File: config.mk
export PLATFORM = sky130hd
export DESIGN_NAME = eth_arb_mux_wrr
export DESIGN_NICKNAME = d
export VERILOG_FILES = /design/src/rtl/eth_arb_mux_wrr.sv
export SDC_FILE = /design/constraint.sdc
export NUM_CORES = 1
export LEC_CHECK = 0
export CORE_AREA = 2 2 258 260
export DETAILED_ROUTE_END_ITERATION = 8
export DIE_AREA = 0 0 260 262
export GPL_ROUTABILITY_DRIVEN = 0
export GPL_TIMING_DRIVEN = 0
export PLACE_DENSITY = 0.39
export SYNTH_ARGS = -nofsm -noshare
export SYNTH_HDL_FRONTEND = slang
export SYNTH_SLANG_ARGS = --single-unit
File: constraint.sdc
create_clock -name clk -period 5.4 [get_ports clk]
set_input_delay 1.08 -clock clk [delete_from_list [all_inputs] [get_ports clk]]
set_output_delay 1.08 -clock clk [all_outputs]
set_load 0.05 [all_outputs]
File: src/rtl/eth_arb_mux_wrr.sv
// -----------------------------------------------------------------------------
// eth_arb_mux_wrr
//
// Weighted round-robin multiplexer for Ethernet frames (header + AXI-stream
// payload). S_COUNT source ports compete for one output. A granted port may
// keep the output for up to cfg_weight consecutive frames before the next
// requesting port (searching upward from the last winner, with wrap-around)
// takes over. Arbitration and header acceptance happen only between frames.
//
// Ports:
//   clk, rst                        clock, asynchronous active-high reset
//   s_eth_hdr_*                     per-port header handshake and fields
//   s_eth_payload_axis_*            per-port payload AXI-stream
//   cfg_weight                      per-port consecutive-frame quota (0 acts as 1)
//   m_eth_hdr_*                     registered output header
//   m_eth_payload_axis_*            output payload through a 2-entry skid buffer
//   busy                            high while a frame payload is in progress
//   grant_index                     current / last granted port
//   stat_frame_count                per-port completed-frame counters
//                                   (only with ETH_ARB_MUX_WRR_STATS_EN defined)
//
// Optional feature macro: ETH_ARB_MUX_WRR_STATS_EN
// -----------------------------------------------------------------------------
module eth_arb_mux_wrr #(
  parameter int S_COUNT      = 4,
  parameter int DATA_WIDTH   = 8,
  parameter bit KEEP_ENABLE  = (DATA_WIDTH > 8),
  parameter int KEEP_WIDTH   = DATA_WIDTH / 8,
  parameter int USER_WIDTH   = 1,
  parameter int WEIGHT_WIDTH = 4,
  parameter int CNT_WIDTH    = 16
) (
  input  logic                             clk,
  input  logic                             rst,

  input  logic [S_COUNT-1:0]               s_eth_hdr_valid,
  output logic [S_COUNT-1:0]               s_eth_hdr_ready,
  input  logic [S_COUNT*48-1:0]            s_eth_dest_mac,
  input  logic [S_COUNT*48-1:0]            s_eth_src_mac,
  input  logic [S_COUNT*16-1:0]            s_eth_type,
  input  logic [S_COUNT*DATA_WIDTH-1:0]    s_eth_payload_axis_tdata,
  input  logic [S_COUNT*KEEP_WIDTH-1:0]    s_eth_payload_axis_tkeep,
  input  logic [S_COUNT-1:0]               s_eth_payload_axis_tvalid,
  output logic [S_COUNT-1:0]               s_eth_payload_axis_tready,
  input  logic [S_COUNT-1:0]               s_eth_payload_axis_tlast,
  input  logic [S_COUNT*USER_WIDTH-1:0]    s_eth_payload_axis_tuser,

  input  logic [S_COUNT*WEIGHT_WIDTH-1:0]  cfg_weight,

  output logic                             m_eth_hdr_valid,
  input  logic                             m_eth_hdr_ready,
  output logic [47:0]                      m_eth_dest_mac,
  output logic [47:0]                      m_eth_src_mac,
  output logic [15:0]                      m_eth_type,
  output logic [DATA_WIDTH-1:0]            m_eth_payload_axis_tdata,
  output logic [KEEP_WIDTH-1:0]            m_eth_payload_axis_tkeep,
  output logic                             m_eth_payload_axis_tvalid,
  input  logic                             m_eth_payload_axis_tready,
  output logic                             m_eth_payload_axis_tlast,
  output logic [USER_WIDTH-1:0]            m_eth_payload_axis_tuser,

  output logic                             busy,
  output logic [$clog2(S_COUNT)-1:0]       grant_index
`ifdef ETH_ARB_MUX_WRR_STATS_EN
  ,
  output logic [S_COUNT*CNT_WIDTH-1:0]     stat_frame_count
`endif
);

  localparam int CL = $clog2(S_COUNT);

  typedef enum logic [0:0] {
    ST_IDLE    = 1'b0,
    ST_PAYLOAD = 1'b1
  } state_t;

  // ---------------------------------------------------------------------------
  // State
  // ---------------------------------------------------------------------------
  state_t                  state_q, state_d;
  logic [CL-1:0]           last_q, last_d;
  logic [WEIGHT_WIDTH-1:0] credit_q, credit_d;

  logic                    hdr_valid_q, hdr_valid_d;
  logic [47:0]             dest_q, dest_d;
  logic [47:0]             src_q, src_d;
  logic [15:0]             type_q, type_d;

  // Skid buffer: output stage and temporary stage
  logic                    tready_int_q;
  logic                    out_valid_q, out_valid_d;
  logic [DATA_WIDTH-1:0]   out_data_q, out_data_d;
  logic [KEEP_WIDTH-1:0]   out_keep_q, out_keep_d;
  logic                    out_last_q, out_last_d;
  logic [USER_WIDTH-1:0]   out_user_q, out_user_d;
  logic                    temp_valid_q, temp_valid_d;
  logic [DATA_WIDTH-1:0]   temp_data_q, temp_data_d;
  logic [KEEP_WIDTH-1:0]   temp_keep_q, temp_keep_d;
  logic                    temp_last_q, temp_last_d;
  logic [USER_WIDTH-1:0]   temp_user_q, temp_user_d;

  // ---------------------------------------------------------------------------
  // Combinational helpers
  // ---------------------------------------------------------------------------
  logic                    sel_found_s;
  logic                    sel_same_s;
  logic [CL-1:0]           sel_idx_s;
  logic [CL-1:0]           cand_s;
  logic                    hdr_accept_s;
  logic [WEIGHT_WIDTH-1:0] sel_weight_s;
  logic [WEIGHT_WIDTH-1:0] new_credit_s;

  logic [DATA_WIDTH-1:0]   in_data_s;
  logic [KEEP_WIDTH-1:0]   in_keep_s;
  logic                    in_valid_s;
  logic                    in_last_s;
  logic [USER_WIDTH-1:0]   in_user_s;
  logic                    in_xfer_s;
  logic                    tready_early_s;

  // Arbitration: the last winner keeps the grant while it requests and has
  // credit left; otherwise search upward from last+1. The search ends on the
  // last winner itself, so a lone requester with exhausted credit is re-granted
  // as a fresh grant (credit reloaded) instead of stalling.
  always_comb begin
    sel_found_s = 1'b0;
    sel_same_s  = 1'b0;
    sel_idx_s   = last_q;
    cand_s      = last_q;
    if (s_eth_hdr_valid[last_q] && (credit_q != {WEIGHT_WIDTH{1'b0}})) begin
      sel_found_s = 1'b1;
      sel_same_s  = 1'b1;
    end else begin
      for (int i = 1; i <= S_COUNT; i++) begin
        cand_s = CL'((int'(last_q) + i) % S_COUNT);
        if (!sel_found_s && s_eth_hdr_valid[cand_s]) begin
          sel_found_s = 1'b1;
          sel_idx_s   = cand_s;
        end else begin
          sel_found_s = sel_found_s;
        end
      end
    end
  end

  // A header may only be taken while the output header register is free or
  // draining this cycle.
  assign hdr_accept_s = (state_q == ST_IDLE) && sel_found_s &&
                        (!hdr_valid_q || m_eth_hdr_ready);

  assign sel_weight_s = cfg_weight[int'(sel_idx_s)*WEIGHT_WIDTH +: WEIGHT_WIDTH];
  assign new_credit_s = (sel_weight_s == {WEIGHT_WIDTH{1'b0}}) ?
                        {WEIGHT_WIDTH{1'b0}} : (sel_weight_s - WEIGHT_WIDTH'(1));

  // Payload source is the granted port
  assign in_data_s  = s_eth_payload_axis_tdata[int'(last_q)*DATA_WIDTH +: DATA_WIDTH];
  assign in_keep_s  = s_eth_payload_axis_tkeep[int'(last_q)*KEEP_WIDTH +: KEEP_WIDTH];
  assign in_valid_s = s_eth_payload_axis_tvalid[last_q];
  assign in_last_s  = s_eth_payload_axis_tlast[last_q];
  assign in_user_s  = s_eth_payload_axis_tuser[int'(last_q)*USER_WIDTH +: USER_WIDTH];
  assign in_xfer_s  = (state_q == ST_PAYLOAD) && tready_int_q && in_valid_s;

  // Ready may be offered next cycle if the output drains now, or if the
  // temp slot is empty and at most one stage fills this cycle.
  assign tready_early_s = m_eth_payload_axis_tready ||
                          (!temp_valid_q && (!out_valid_q || !in_xfer_s));

  // Header handshake back to the winning source; held low during reset.
  always_comb begin
    s_eth_hdr_ready = {S_COUNT{1'b0}};
    if (hdr_accept_s && !rst) begin
      s_eth_hdr_ready[sel_idx_s] = 1'b1;
    end else begin
      s_eth_hdr_ready = {S_COUNT{1'b0}};
    end
  end

  // Payload ready goes only to the granted port, and only in PAYLOAD.
  always_comb begin
    s_eth_payload_axis_tready = {S_COUNT{1'b0}};
    if ((state_q == ST_PAYLOAD) && !rst) begin
      s_eth_payload_axis_tready[last_q] = tready_int_q;
    end else begin
      s_eth_payload_axis_tready = {S_COUNT{1'b0}};
    end
  end

  // FSM next state, grant/credit bookkeeping and output header register.
  always_comb begin
    state_d     = state_q;
    last_d      = last_q;
    credit_d    = credit_q;
    hdr_valid_d = hdr_valid_q && !m_eth_hdr_ready;
    dest_d      = dest_q;
    src_d       = src_q;
    type_d      = type_q;
    case (state_q)
      ST_IDLE: begin
        if (hdr_accept_s) begin
          state_d     = ST_PAYLOAD;
          last_d      = sel_idx_s;
          credit_d    = sel_same_s ? (credit_q - WEIGHT_WIDTH'(1)) : new_credit_s;
          hdr_valid_d = 1'b1;
          dest_d      = s_eth_dest_mac[int'(sel_idx_s)*48 +: 48];
          src_d       = s_eth_src_mac[int'(sel_idx_s)*48 +: 48];
          type_d      = s_eth_type[int'(sel_idx_s)*16 +: 16];
        end else begin
          state_d = ST_IDLE;
        end
      end
      ST_PAYLOAD: begin
        if (in_xfer_s && in_last_s) begin
          state_d = ST_IDLE;
        end else begin
          state_d = ST_PAYLOAD;
        end
      end
      default: begin
        state_d = ST_IDLE;
      end
    endcase
  end

  // Skid buffer next state: fill output directly when it can move, park the
  // beat in temp when output is stalled, refill output from temp afterwards.
  always_comb begin
    out_valid_d  = out_valid_q;
    out_data_d   = out_data_q;
    out_keep_d   = out_keep_q;
    out_last_d   = out_last_q;
    out_user_d   = out_user_q;
    temp_valid_d = temp_valid_q;
    temp_data_d  = temp_data_q;
    temp_keep_d  = temp_keep_q;
    temp_last_d  = temp_last_q;
    temp_user_d  = temp_user_q;
    if (tready_int_q) begin
      if (m_eth_payload_axis_tready || !out_valid_q) begin
        out_valid_d = in_xfer_s;
        out_data_d  = in_data_s;
        out_keep_d  = in_keep_s;
        out_last_d  = in_last_s;
        out_user_d  = in_user_s;
      end else begin
        temp_valid_d = in_xfer_s;
        temp_data_d  = in_data_s;
        temp_keep_d  = in_keep_s;
        temp_last_d  = in_last_s;
        temp_user_d  = in_user_s;
      end
    end else if (m_eth_payload_axis_tready) begin
      out_valid_d  = temp_valid_q;
      out_data_d   = temp_data_q;
      out_keep_d   = temp_keep_q;
      out_last_d   = temp_last_q;
      out_user_d   = temp_user_q;
      temp_valid_d = 1'b0;
    end else begin
      out_valid_d = out_valid_q;
    end
  end

  // State registers.
  always_ff @(posedge clk or posedge rst) begin
    if (rst) begin
      state_q      <= ST_IDLE;
      last_q       <= CL'(S_COUNT - 1);
      credit_q     <= {WEIGHT_WIDTH{1'b0}};
      hdr_valid_q  <= 1'b0;
      dest_q       <= 48'h0;
      src_q        <= 48'h0;
      type_q       <= 16'h0;
      tready_int_q <= 1'b0;
      out_valid_q  <= 1'b0;
      out_data_q   <= {DATA_WIDTH{1'b0}};
      out_keep_q   <= {KEEP_WIDTH{1'b0}};
      out_last_q   <= 1'b0;
      out_user_q   <= {USER_WIDTH{1'b0}};
      temp_valid_q <= 1'b0;
      temp_data_q  <= {DATA_WIDTH{1'b0}};
      temp_keep_q  <= {KEEP_WIDTH{1'b0}};
      temp_last_q  <= 1'b0;
      temp_user_q  <= {USER_WIDTH{1'b0}};
    end else begin
      state_q      <= state_d;
      last_q       <= last_d;
      credit_q     <= credit_d;
      hdr_valid_q  <= hdr_valid_d;
      dest_q       <= dest_d;
      src_q        <= src_d;
      type_q       <= type_d;
      tready_int_q <= tready_early_s;
      out_valid_q  <= out_valid_d;
      out_data_q   <= out_data_d;
      out_keep_q   <= out_keep_d;
      out_last_q   <= out_last_d;
      out_user_q   <= out_user_d;
      temp_valid_q <= temp_valid_d;
      temp_data_q  <= temp_data_d;
      temp_keep_q  <= temp_keep_d;
      temp_last_q  <= temp_last_d;
      temp_user_q  <= temp_user_d;
    end
  end

  assign m_eth_hdr_valid           = hdr_valid_q;
  assign m_eth_dest_mac            = dest_q;
  assign m_eth_src_mac             = src_q;
  assign m_eth_type                = type_q;
  assign m_eth_payload_axis_tvalid = out_valid_q;
  assign m_eth_payload_axis_tdata  = out_data_q;
  assign m_eth_payload_axis_tkeep  = KEEP_ENABLE ? out_keep_q : {KEEP_WIDTH{1'b1}};
  assign m_eth_payload_axis_tlast  = out_last_q;
  assign m_eth_payload_axis_tuser  = out_user_q;
  assign busy                      = (state_q == ST_PAYLOAD);
  assign grant_index               = last_q;

`ifdef ETH_ARB_MUX_WRR_STATS_EN
  logic [CNT_WIDTH-1:0] frame_cnt_q [S_COUNT];

  // Per-port completed-frame counters, wrapping naturally at 2^CNT_WIDTH.
  always_ff @(posedge clk or posedge rst) begin
    if (rst) begin
      for (int i = 0; i < S_COUNT; i++) begin
        frame_cnt_q[i] <= {CNT_WIDTH{1'b0}};
      end
    end else if (in_xfer_s && in_last_s) begin
      frame_cnt_q[last_q] <= frame_cnt_q[last_q] + CNT_WIDTH'(1);
    end else begin
      frame_cnt_q[last_q] <= frame_cnt_q[last_q];
    end
  end

  for (genvar g = 0; g < S_COUNT; g++) begin : g_stat
    assign stat_frame_count[g*CNT_WIDTH +: CNT_WIDTH] = frame_cnt_q[g];
  end
`endif

endmodule

==> Word level (Yosys, flattened, before mapping) <==
Cells that the tools add are included.
{ "totals": {"ff_bits": 143, "in_bits": 520, "out_inout_bits": 136} }
{ "classes": {"n_addsub": 6, "mul": 1, "order_cmp": 8, "n_eq_ne": 2, "shift": 6, "n_mux": 56, "bitwise": 3, "reduce_logical": 35} }
{ "op_table": {"columns": ["op", "n"], "rows": [
  ["$shiftx 192x32->48", 1],
  ["$shiftx 192x9->48", 1],
  ["$shiftx 64x7->16", 1],
  ["$mux 1", 34],
  ["$shiftx 32x6->8", 1],
  ["$mux 8", 3],
  ["$lt 2x3->1 const B", 6],
  ["$mux 4", 4],
  ["$shiftx 16x5->4", 1],
  ["$logic_and 1x1->1", 15],
  ["$bmux 1 s2", 7],
  ["$mux 2", 5],
  ["$logic_not 1->1", 9],
  ["$reduce_and 2->1", 4],
  ["$sub 4x1->4 const B", 2],
  ["$add 2x1->2 const B", 2],
  ["$add 2x2->2 const B", 2],
  ["$and 4x4->4", 1],
  ["$demux 1 s2", 2],
  ["$ge 2x1->1 const B", 2],
  ["$logic_not 4->1", 1],
  ["$logic_or 1x1->1", 4],
  ["$mul 2x2->4 const B", 1],
  ["$reduce_bool 4->1", 1],
  ["6 further kinds", 7]
]} }

==> Longest topological paths before layout <==
Gate-level depths: netlist of run 1.
{ "depth": {"depth_word": 22, "depth_mapped": 14, "depth_no_buf": 10} }

==> Worst setup path before layout of run 1 <==
Ideal clock, no wire load.
{ "synth_path": {"path_type": "input port to output port", "from": "input port rst", "to": "output port s_eth_payload_axis_tready[0]", "arrival_ns": 4.942, "slack_ns": -0.622, "cell_stages": 3, "path_buffers": 0, "path_cell_list": "inv_1 -> and3_1 -> and2_1"} }
{ "synth_between": {"elab_chain_cells": 3} }
{ "synth_rtl": {"columns": ["item", "line_no", "text"], "rows": [
  ["start: declaration", "34", "input logic rst,"],
  ["$logic_not 1->1 (no source line)", null, null],
  ["$logic_and 1x1->1", "181", "if ((state_q == ST_PAYLOAD) && !rst) begin"],
  ["$mux 4", "181", null],
  ["end: declaration", "44", "output logic [S_COUNT-1:0] s_eth_payload_axis_tready,"]
]} }
No other way between the ends.

==> Worst setup path after layout of run 1 <==
{ "layout_path": {"from": "input port s_eth_hdr_valid[3]", "to": "output port s_eth_hdr_ready[0]"} }
{ "layout_between": {"elab_chain_cells": 21} }
{ "layout_rtl": {"columns": ["item", "line_no", "text"], "rows": [
  ["start: declaration", "36", "input logic [S_COUNT-1:0] s_eth_hdr_valid,"],
  ["$bmux 1 s2", "136", "if (!sel_found_s && s_eth_hdr_valid[cand_s]) begin"],
  ["$mux 1 (not written as such)", "136", null],
  ["$mux 1", "136", null],
  ["$mux 1", "130", "if (s_eth_hdr_valid[last_q] && (credit_q != {WEIGHT_WIDTH{1'b0}})) begin"],
  ["$logic_not 1->1", "136", null],
  ["$logic_and 1x1->1", "136", null],
  ["$mux 1", "136", null],
  ["$mux 1", "130", null],
  ["(+5 left out)", null, null],
  ["$logic_and 1x1->1", "136", null],
  ["$mux 2", "136", null],
  ["$mux 2", "130", null],
  ["$lt 2x3->1 (not written as such) or $ge 2x1->1 (tied branches)", "172", "s_eth_hdr_ready[sel_idx_s] = 1'b1;"],
  ["$logic_and 1x1->1 (not written as such)", "172", null],
  ["$mux 1 (not written as such)", "172", null],
  ["$demux 1 s2", "172", null],
  ["$mux 4 *", "171", "if (hdr_accept_s && !rst) begin"],
  ["end: declaration", "37", "output logic [S_COUNT-1:0] s_eth_hdr_ready,"]
]} }
Every way passes the cells marked *; elsewhere a longest branch is shown, timed or not. The select of a mux whose other input is x is not followed.

==> qor.txt, run 1 <==
Sequential share of power = 13.8%
Met3 Use GR = 4.70%
Asr flop ratio synth = 100%
Hold endpoint = m_eth_dest_mac[28]
Worst R2R Start = grant_index[0]
Maximum clock path buffer count = 2
Max Cap Viol = 0
Synth Area in Compound Gates = 14.9%
Detailed-router iteration count before antenna repair = 4
Area growth, synth to finish = 84.1%
Slew headroom = 37.2%
Area after DPL = 17600 um2
Global routing usage on met1 = 20.3%
Worst EP required = 4320 ps
Clk_lat worst skew = 480 ps
I/O pin count = 656
Synthesized cell area = 9880 um2
Pwr Total = 14.4 mW
H-tree levels = 4
Setup crit start kind = input pin
First-pass GRT wire length = 86600 um
Vias per inst = 4.17
TritonCTS buffer count = 17
Final Hold Fails = 0
Min-delay src = m_eth_dest_mac[28]
Max Fanout on Critical Path = 10
CORE AREA = 65300 um2
Wire per inst = 20.2 um
Final hold slack = 481 ps
Share of the synthesized area in the top cell type = 35.7%
Fraction of the mapped netlist area in simple logic gates = 36.1%
Pint = 5.88 mW
Synthesis warning total = 0
Avg Cell Area, Syn = 6.78 um2
Design area = 18200 um2
Skew final = 7.47 ps
Seq cells post-synth = 143
Clock period minus worst slack = 5200 ps
Die area = 68100 um2
DR vias = 12600
Final core occ = 27.9%
Grt ovf = 0
Pwr/cell area = 792 nW/um2
Starting density of the core = 15.1%
Share of total power in the clock network = 8.2%
Die W = 260 um
Most used flip-flop cell after synthesis = dfrtp_1
Commonest non-fill, non-tap cell in the layout = nand2_1
CP arrival = 4120 ps
Root Buffer = clkbuf_16
Routed WL = 60900 um
Layout cell share with drive strength beyond 1 = 6.21%
Synth Area in XOR/XNOR = 0.418%
GRT busiest layer = met2
Synth unique cells = 54
Met2 usage = 31.6%
CTS Sinks = 143
Final Setup Violations = 0
Die Y-Extent = 262 um
Largest family of logic cells by synthesized area = simple AND/OR/NAND/NOR gates
Most area-consuming cells after synthesis = dfrtp_1, nand2_1, o21ai_0, nand3_1, o21ai_1
All-Layer GR Usage = 17.4%
Worst Max-Slew Pin Slew = 941 ps
Most frequent cells in the layout = nand2_1, clkdlybuf4s50_1, dfrtp_1
Place WS = -2070 ps
Sequential cell area fraction in the yosys report = 36.2%
Post-DRT Antenna Nets = 0
Placed Cells = 2975
Row count = 94
Final Max Slew Viols = 0
Initial antenna violation count = 5
Worst hold path class = flip-flop to flip-flop
Vias in the first global route = 13000
Initial DRC Count = 627
Critical path class = input pin to primary output
Worst vdd ir = 0.294 mV
Nets = 2655
Setup slack, reg-to-reg = 970 ps
Post-synth top area cell = dfrtp_1
Sw Share = 59.2%
Post-DP HPWL = 49500 um
Port buffer count = 649
Synth Area in Adders = 0.633%
Psw = 8.52 mW
Mux cell area share after synthesis = 5.90%
Worst r2r path cells = 15
Logic pwr share = 78.0%
Syn Inst Count = 1458
Mapped Nets = 1983
Final worst setup slack = 197 ps
Status = finished clean
RR Endpoint = m_eth_src_mac[26]
Leakage power total = 7.79 nW
EDFF count, synth = 0
DRC errors left = 0
Hold Path Stages = 2
Endpoint class of the critical path = primary output
Largest net degree at the start of global routing = 37
CTS tree = built
Setup TNS = 0 ps
Period Utilization, post-route = 96.4%
RSZ-0062 raised after global routing = no
F_max = 0.192 GHz
Reg clk slew, reported paths = 60 ps
Post-route insts no fill = 3009
## state kept, by name (all words and copies together) (netlist names)
signal                     flops
tready_int_q                   1
m_eth_payload_axis_tlast       1
temp_user_q                    1
temp_data_q                    8
credit_q                       4
grant_index                    2
temp_valid_q                   1
m_eth_hdr_valid                1
m_eth_dest_mac                48
temp_last_q                    1
m_eth_payload_axis_tvalid      1
m_eth_payload_axis_tdata       8
busy                           1
m_eth_payload_axis_tuser       1
m_eth_type                    16
m_eth_src_mac                 48
## area by class of cell
type,count,area [um2]
diodes,2,5.00
plain buffers,113,556
clock buffers,17,425
clock inverters,15,135
fillers,7163,47100
inverters,6,26.3
multi-input cells,1192,5770
flip-flops and latches,143,3580
well taps,864,1080
repair buffers,657,6620
## what timing repair did
| action | in CTS | in global routing |
|---|---|---|
| resized for setup | 25 | 5 |
| endpoints found under the setup margin | 44 | 4 |
| pin swaps | 2 | 0 |
| buffers inserted | 2 | 2 |
| hold buffers | 0 | 0 |
| endpoints found under the hold margin | 0 | 0 |
## kinds of logic (layout without fill, tap and decap cells)
logic type,after synthesis,after routing
XOR/XNOR,3,3
adder cells (fa/ha/maj),5,5
AO/OA/AOI/OAI,272,272
AND/OR/NAND/NOR,872,872
multiplexers,39,39
buffers and inverters,123,808
other,1,3
flip-flops,143,143
## power groups by stage
stage | clock [mW] | combinational [mW] | sequential [mW]
final | 1.19 | 11.2 | 1.98
after global routing | 1.27 | 12.4 | 2.06
after CTS | 1.25 | 11.5 | 1.99
after detailed placement | 0 | 11.4 | 1.99
after global placement | 0 | 11.4 | 1.99
after floorplan | 0 | 5.26 | 3.58
## cell usage after synthesis, drive strengths merged, types with 4 or more instances
cell type  instances
nand2            702
o21ai            227
dfrtp            141
nand3            115
clkbuf            67
buf               50
a21oi             15
mux2              14
mux4              14
mux2i             11
o211ai            11
nor2b              9
and2               8
nand2b             7
nor2               7
inv                6
ha                 5
nor3               4
## how the worst max path moves through the flow
stage | end | slack (ps) | cells past startpoint | startpoint
3_5_place_dp | s_eth_hdr_ready[2] | -2070 | 11 | s_eth_hdr_valid[3]
5_1_grt | s_eth_hdr_ready[0] | 20 | 11 | s_eth_hdr_valid[3]
2_1_floorplan | s_eth_hdr_ready[0] | -60 | 9 | s_eth_hdr_valid[2]
4_1_cts | s_eth_hdr_ready[0] | 3 | 11 | s_eth_hdr_valid[0]
6_report | s_eth_hdr_ready[0] | 200 | 11 | s_eth_hdr_valid[3]
3_3_place_gp | s_eth_payload_axis_tready[2] | -2640 | 5 | rst
## critical path, cell delays in order
cell and delay, ps:
clkdlybuf4s50_1 420, buf_2 180, mux4_2 570, and2_4 220, a211oi_4 240, buf_12 160, xnor2_4 140, buf_12 210
buf_2 190, nor4_1 260, clkdlybuf4s15_2 420
## per-layer routing
metal  share of wire [%]  vias up  routed length [um]
li1                    -     6153                   -
met1                  40     5936               24500
met2                  51      422               31300
met3                 6.9       45                4190
met4                 1.4        2                 840
met5               0.023        -                  14
(Power assumes the default switching activity.)
==> inputs of run 2 (changes only) <==
Settings changed: CORE_AREA 2 2 258 260 to 2 2 256 258, DIE_AREA 0 0 260 262 to 0 0 258 260, PLACE_DENSITY 0.39 to 0.38.
Clock period 5.4 ns to 6.5 ns, I/O delays scaled along.
==> run 2 against run 1 <==
Against the previous run: setup slack improved by 36 ps; first-iteration DRC count increased by 7.3%; via count decreased by 0.34%; hold slack got worse by 1.9 ps; critical path type unchanged; largest power group unchanged; highest routed layer unchanged.
==> qor.txt, run 2 (synthesis results as in run 1) <==
Status = finished clean
Die area = 67100 um2
First-pass GRT wire length = 87600 um
Worst EP required = 5200 ps
Global routing usage on met1 = 20.2%
CP cell instances = clkdlybuf4s50_1, buf_2, mux4_2, and2_4, a211oi_4, xnor2_2, buf_6, buf_6, buf_2, and3_1, clkdlybuf4s50_1
I/O pin count = 656
Largest net degree at the start of global routing = 80
Routed WL = 61200 um
Endpoint class of the critical path = primary output
Met2 usage = 32.5%
CTS Hold Bufs = 0
Pwr Total = 11.8 mW
Initial DRC Count = 673
Die Y-Extent = 260 um
Slew headroom = 31.3%
CP peak stage delay = 810 ps
TritonCTS buffer count = 17
Commonest non-fill, non-tap cell in the layout = nand2_1
F_max = 0.160 GHz
Stages on the worst setup path = 11
Setup crit start kind = input pin
Final Max Slew Viols = 0
Hold Path Stages = 2
Crit-path leading delay family = buffers and inverters
Max Cap Viol = 0
Final Setup Violations = 0
Met3 Use GR = 5.28%
Final worst setup slack = 232 ps
Critical path buffer and inverter count = 6
Worst hold path class = flip-flop to flip-flop
CTS tree = built
Crit-path slowest cell = clkdlybuf4s50_1
Place WS = -1300 ps
Leakage power total = 7.77 nW
Clock period minus worst slack = 6270 ps
RSZ-0062 raised after global routing = no
Design area = 18100 um2
Final Hold Fails = 0
Area after DPL = 17500 um2
CP arrival = 4970 ps
Area growth, synth to finish = 82.9%
All-Layer GR Usage = 17.8%
Max Fanout on Critical Path = 10
Port buffer count = 649
Starting density of the core = 15.4%
Worst vdd ir = 0.274 mV
Post-DP HPWL = 49300 um
DRC errors left = 0
Worst R2R Start = grant_index[1]
Post-DRT Antenna Nets = 0
Wire per inst = 20.4 um
Final core occ = 28.2%
Placed Cells = 2963
Detailed-router iteration count before antenna repair = 5
Initial antenna violation count = 6
Min-delay src = m_eth_src_mac[37]
Layout cell share with drive strength beyond 1 = 5.70%
CP Launch Point = s_eth_hdr_valid[2]
Grt ovf = 0
Setup TNS = 0 ps
DR vias = 12500
Critical path class = input pin to primary output
Nets = 2652
Clk_lat worst skew = 480 ps
Worst Max-Slew Pin Slew = 1030 ps
Most frequent cells in the layout = nand2_1, clkdlybuf4s50_1, dfrtp_1
Final hold slack = 479 ps
CTS Sinks = 143
Reg clk slew, reported paths = 60 ps
Vias per inst = 4.18
Pwr/cell area = 655 nW/um2
Vias in the first global route = 13000
H-tree levels = 4
Die W = 258 um
Skew final = 13.2 ps
Post-route insts no fill = 2996
Period Utilization, post-route = 96.4%
Row count = 93
CORE AREA = 64100 um2
Root Buffer = clkbuf_16
Worst r2r path cells = 13
GRT busiest layer = met2
Maximum clock path buffer count = 2
[run 2: layout make-up]
type,instances,area [um2]
diodes,1,2.50
plain buffers,116,548
clock buffers,21,470
clock inverters,11,106
fillers,7004,46000
inverters,6,30.0
multi-input cells,1192,5740
flip-flops and latches,143,3580
well taps,855,1070
repair buffers,651,6530
[run 2: path summary, 6_finish.rpt]
check,endpoint,slack (ps)
max in group asynchronous,m_eth_type[3],4320
setup / recovery,s_eth_hdr_ready[2],230
min in group asynchronous,m_eth_src_mac[35],1350
setup reg to reg,m_eth_type[15],2290
hold / removal,m_eth_src_mac[37],480
hold reg to reg,m_eth_src_mac[37],480
[run 2: layer usage]
layer  vias up  share of wire, %
li1       6144                 -
met1      5917                40
met2       401                52
met3        47               6.9
met4         6               1.5
met5         -             0.069
[run 2: tightest hold or removal path: cells and delay by family (launching register included)]
family,cells,cell delay [ps]
AOI/OAI and AO/OA,1,60
DFF,1,340
and+or+nand+nor,1,40
[run 2: report_power, final]
part	switching (mW)	total, mW	internal [mW]
clock	0.464	1.02	0.560
sequential	0.262	1.63	1.37
combinational	6.27	9.18	2.91
total	7.00	11.8	4.84
[run 2: what timing repair did]
action	4_1_cts	5_1_grt
endpoints found under the setup margin	4	1
gates resized for setup	4	1
setup buffers	1	0
pin swaps	1	0
==> inputs of run 3 (changes only) <==
Settings changed: SETUP_SLACK_MARGIN set to 0.15, TNS_END_PERCENT set to 100.
==> run 3 against run 2 <==
Against the previous run: sequential power is essentially flat; die area unchanged; combinational power is 0.4% higher; largest cell class unchanged; clock power increased by 15%; hold slack improved by 0.57 ps; setup slack gained 98 ps; count of clock-buffer cells in the layout shrank 3; total power increased by 1.7%; non-clock buffer count increased by 3; design area grew 0.83%; register-to-register slack got worse by 140 ps; wire length shrank 0.94%.
==> qor.txt, run 3 (synthesis results as in run 1) <==
Status = finished clean
CP arrival = 4870 ps
Hold endpoint = m_eth_dest_mac[29]
DRC errors left = 0
Period Utilization, post-route = 94.9%
Post-DRT Antenna Nets = 0
Largest net degree at the start of global routing = 38
Grt ovf = 0
Sequential share of power = 13.6%
Skew final = 11.5 ps
Die Y-Extent = 260 um
Routed WL = 60600 um
Row count = 93
CP peak stage delay = 570 ps
H-tree levels = 4
CTS Hold Bufs = 0
Most frequent cells in the layout = nand2_1, clkdlybuf4s50_1, dfrtp_1
Share of total power in the clock network = 9.7%
Final worst setup slack = 330 ps
Worst vdd ir = 0.247 mV
Final Max Slew Viols = 0
Wire per inst = 20.2 um
All-Layer GR Usage = 17.6%
Die area = 67100 um2
Endpoint class of the critical path = primary output
Reg clk slew, reported paths = 60 ps
Final Hold Fails = 0
RR Endpoint = m_eth_src_mac[25]
Worst r2r path cells = 14
Psw = 7.03 mW
RSZ-0062 raised after global routing = no
F_max = 0.162 GHz
Area growth, synth to finish = 84.5%
Worst R2R Start = grant_index[0]
CTS tree = built
Most used cell, CP = buf_2
Layout filler cell count = 6969
Min-delay src = m_eth_dest_mac[29]
DR vias = 12500
Vias per inst = 4.16
Worst hold path class = flip-flop to flip-flop
Logic pwr share = 76.6%
Pwr Total = 12.0 mW
CP cell instances = clkdlybuf4s50_1, buf_2, mux4_2, and2_4, a211oi_4, xnor2_2, buf_6, buf_2, buf_2, and3_1, dlygate4sd2_1
Starting density of the core = 15.4%
Design area = 18200 um2
Crit-path slowest cell = mux4_2
Sw Share = 58.4%
Detailed-router iteration count before antenna repair = 5
Layout cell share with drive strength beyond 1 = 5.88%
Clk_lat worst skew = 490 ps
Hold Path Stages = 2
First-pass GRT wire length = 86300 um
Critical path class = input pin to primary output
I/O pin count = 656
TritonCTS buffer count = 17
Leakage power total = 7.84 nW
Vias in the first global route = 13000
Final Setup Violations = 0
Die W = 258 um
Initial antenna violation count = 2
Nets = 2655
Max Fanout on Critical Path = 10
Root Buffer = clkbuf_16
Slew headroom = 36.1%
Clock period minus worst slack = 6170 ps
Setup crit start kind = input pin
Max Cap Viol = 0
Commonest non-fill, non-tap cell in the layout = nand2_1
CORE AREA = 64100 um2
Pint = 5.01 mW
Worst EP required = 5200 ps
Port buffer count = 649
Place WS = -1330 ps
Pwr/cell area = 660 nW/um2
CTS Sinks = 143
Maximum clock path buffer count = 2
Area after DPL = 17500 um2
Worst Max-Slew Pin Slew = 959 ps
Initial DRC Count = 705
Setup slack, reg-to-reg = 2150 ps
Post-DP HPWL = 49100 um
[run 3: power by group through the flow]
stage | Sequential, mW | Combinational (mW) | Clock [mW]
finish | 1.64 | 9.22 | 1.17
global placement | 1.64 | 9.45 | 0
global route | 1.70 | 10.2 | 1.25
floorplan | 2.98 | 4.37 | 0
detailed placement | 1.65 | 9.46 | 0
CTS | 1.65 | 9.49 | 1.22
[run 3: area by class of cell]
type / instances / area, um2 / share of cell area, %
sequential: 143 / 3580 / 19.6
buffer: 116 / 552 / 3.03
clock inverter: 13 / 234 / 1.28
tap: 855 / 1070 / 5.87
multi-input combinational: 1192 / 5740 / 31.5
clock buffer: 18 / 439 / 2.41
timing repair buffer: 654 / 6580 / 36.1
inverter: 6 / 26.3 / 0.144
antenna: 2 / 5.00 / 0.0275
[run 3: how the worst max path moves through the flow]
stage,from,to,slack [ps]
6_report,s_eth_hdr_valid[3],s_eth_hdr_ready[3],330
5_1_grt,s_eth_hdr_valid[3],s_eth_hdr_ready[3],160
4_1_cts,s_eth_hdr_valid[0],s_eth_hdr_ready[2],180
3_5_place_dp,s_eth_hdr_valid[3],s_eth_hdr_ready[2],-1330
3_3_place_gp,rst,s_eth_payload_axis_tready[2],-2000
2_1_floorplan,s_eth_hdr_valid[2],s_eth_hdr_ready[0],600
[run 3: what timing repair did]
item | 4_1_cts | 5_1_grt
gates resized for setup | 6 | 2
buffers inserted | 1 | 0
pin swaps | 1 | 0
endpoints found under the setup margin | 4 | 3
cloned | 0 | 0
[run 3: critical path: cells and delay by family]
kind	cells	cell delay (ps)
AO/OA/AOI/OAI	1	260
AND/OR/NAND/NOR	2	400
XOR/XNOR	1	250
multiplexers	1	570
buffers and inverters	6	2050
[run 3: metrics by stage]
stage               utilization, %  std cells  hold WS, ps  setup TNS, ps
floorplan                        -       1458          479              0
global placement              27.2       2962          464         -12630
detailed placement            27.3       2966          470          -4960
CTS                           28.4       2997          484              0
global route                  28.4       2999          507              0
finish                        28.4       2999          480              0
[run 3: routing by layer]
metal  track usage [%]  wire (um)  vias to the layer above
met4              6.26       1620                        0
met3              4.96       3970                       64
li1                  -          -                     6149
met5                 0          0                        -
met2              31.3      30600                      422
met1              20.2      24400                     5842
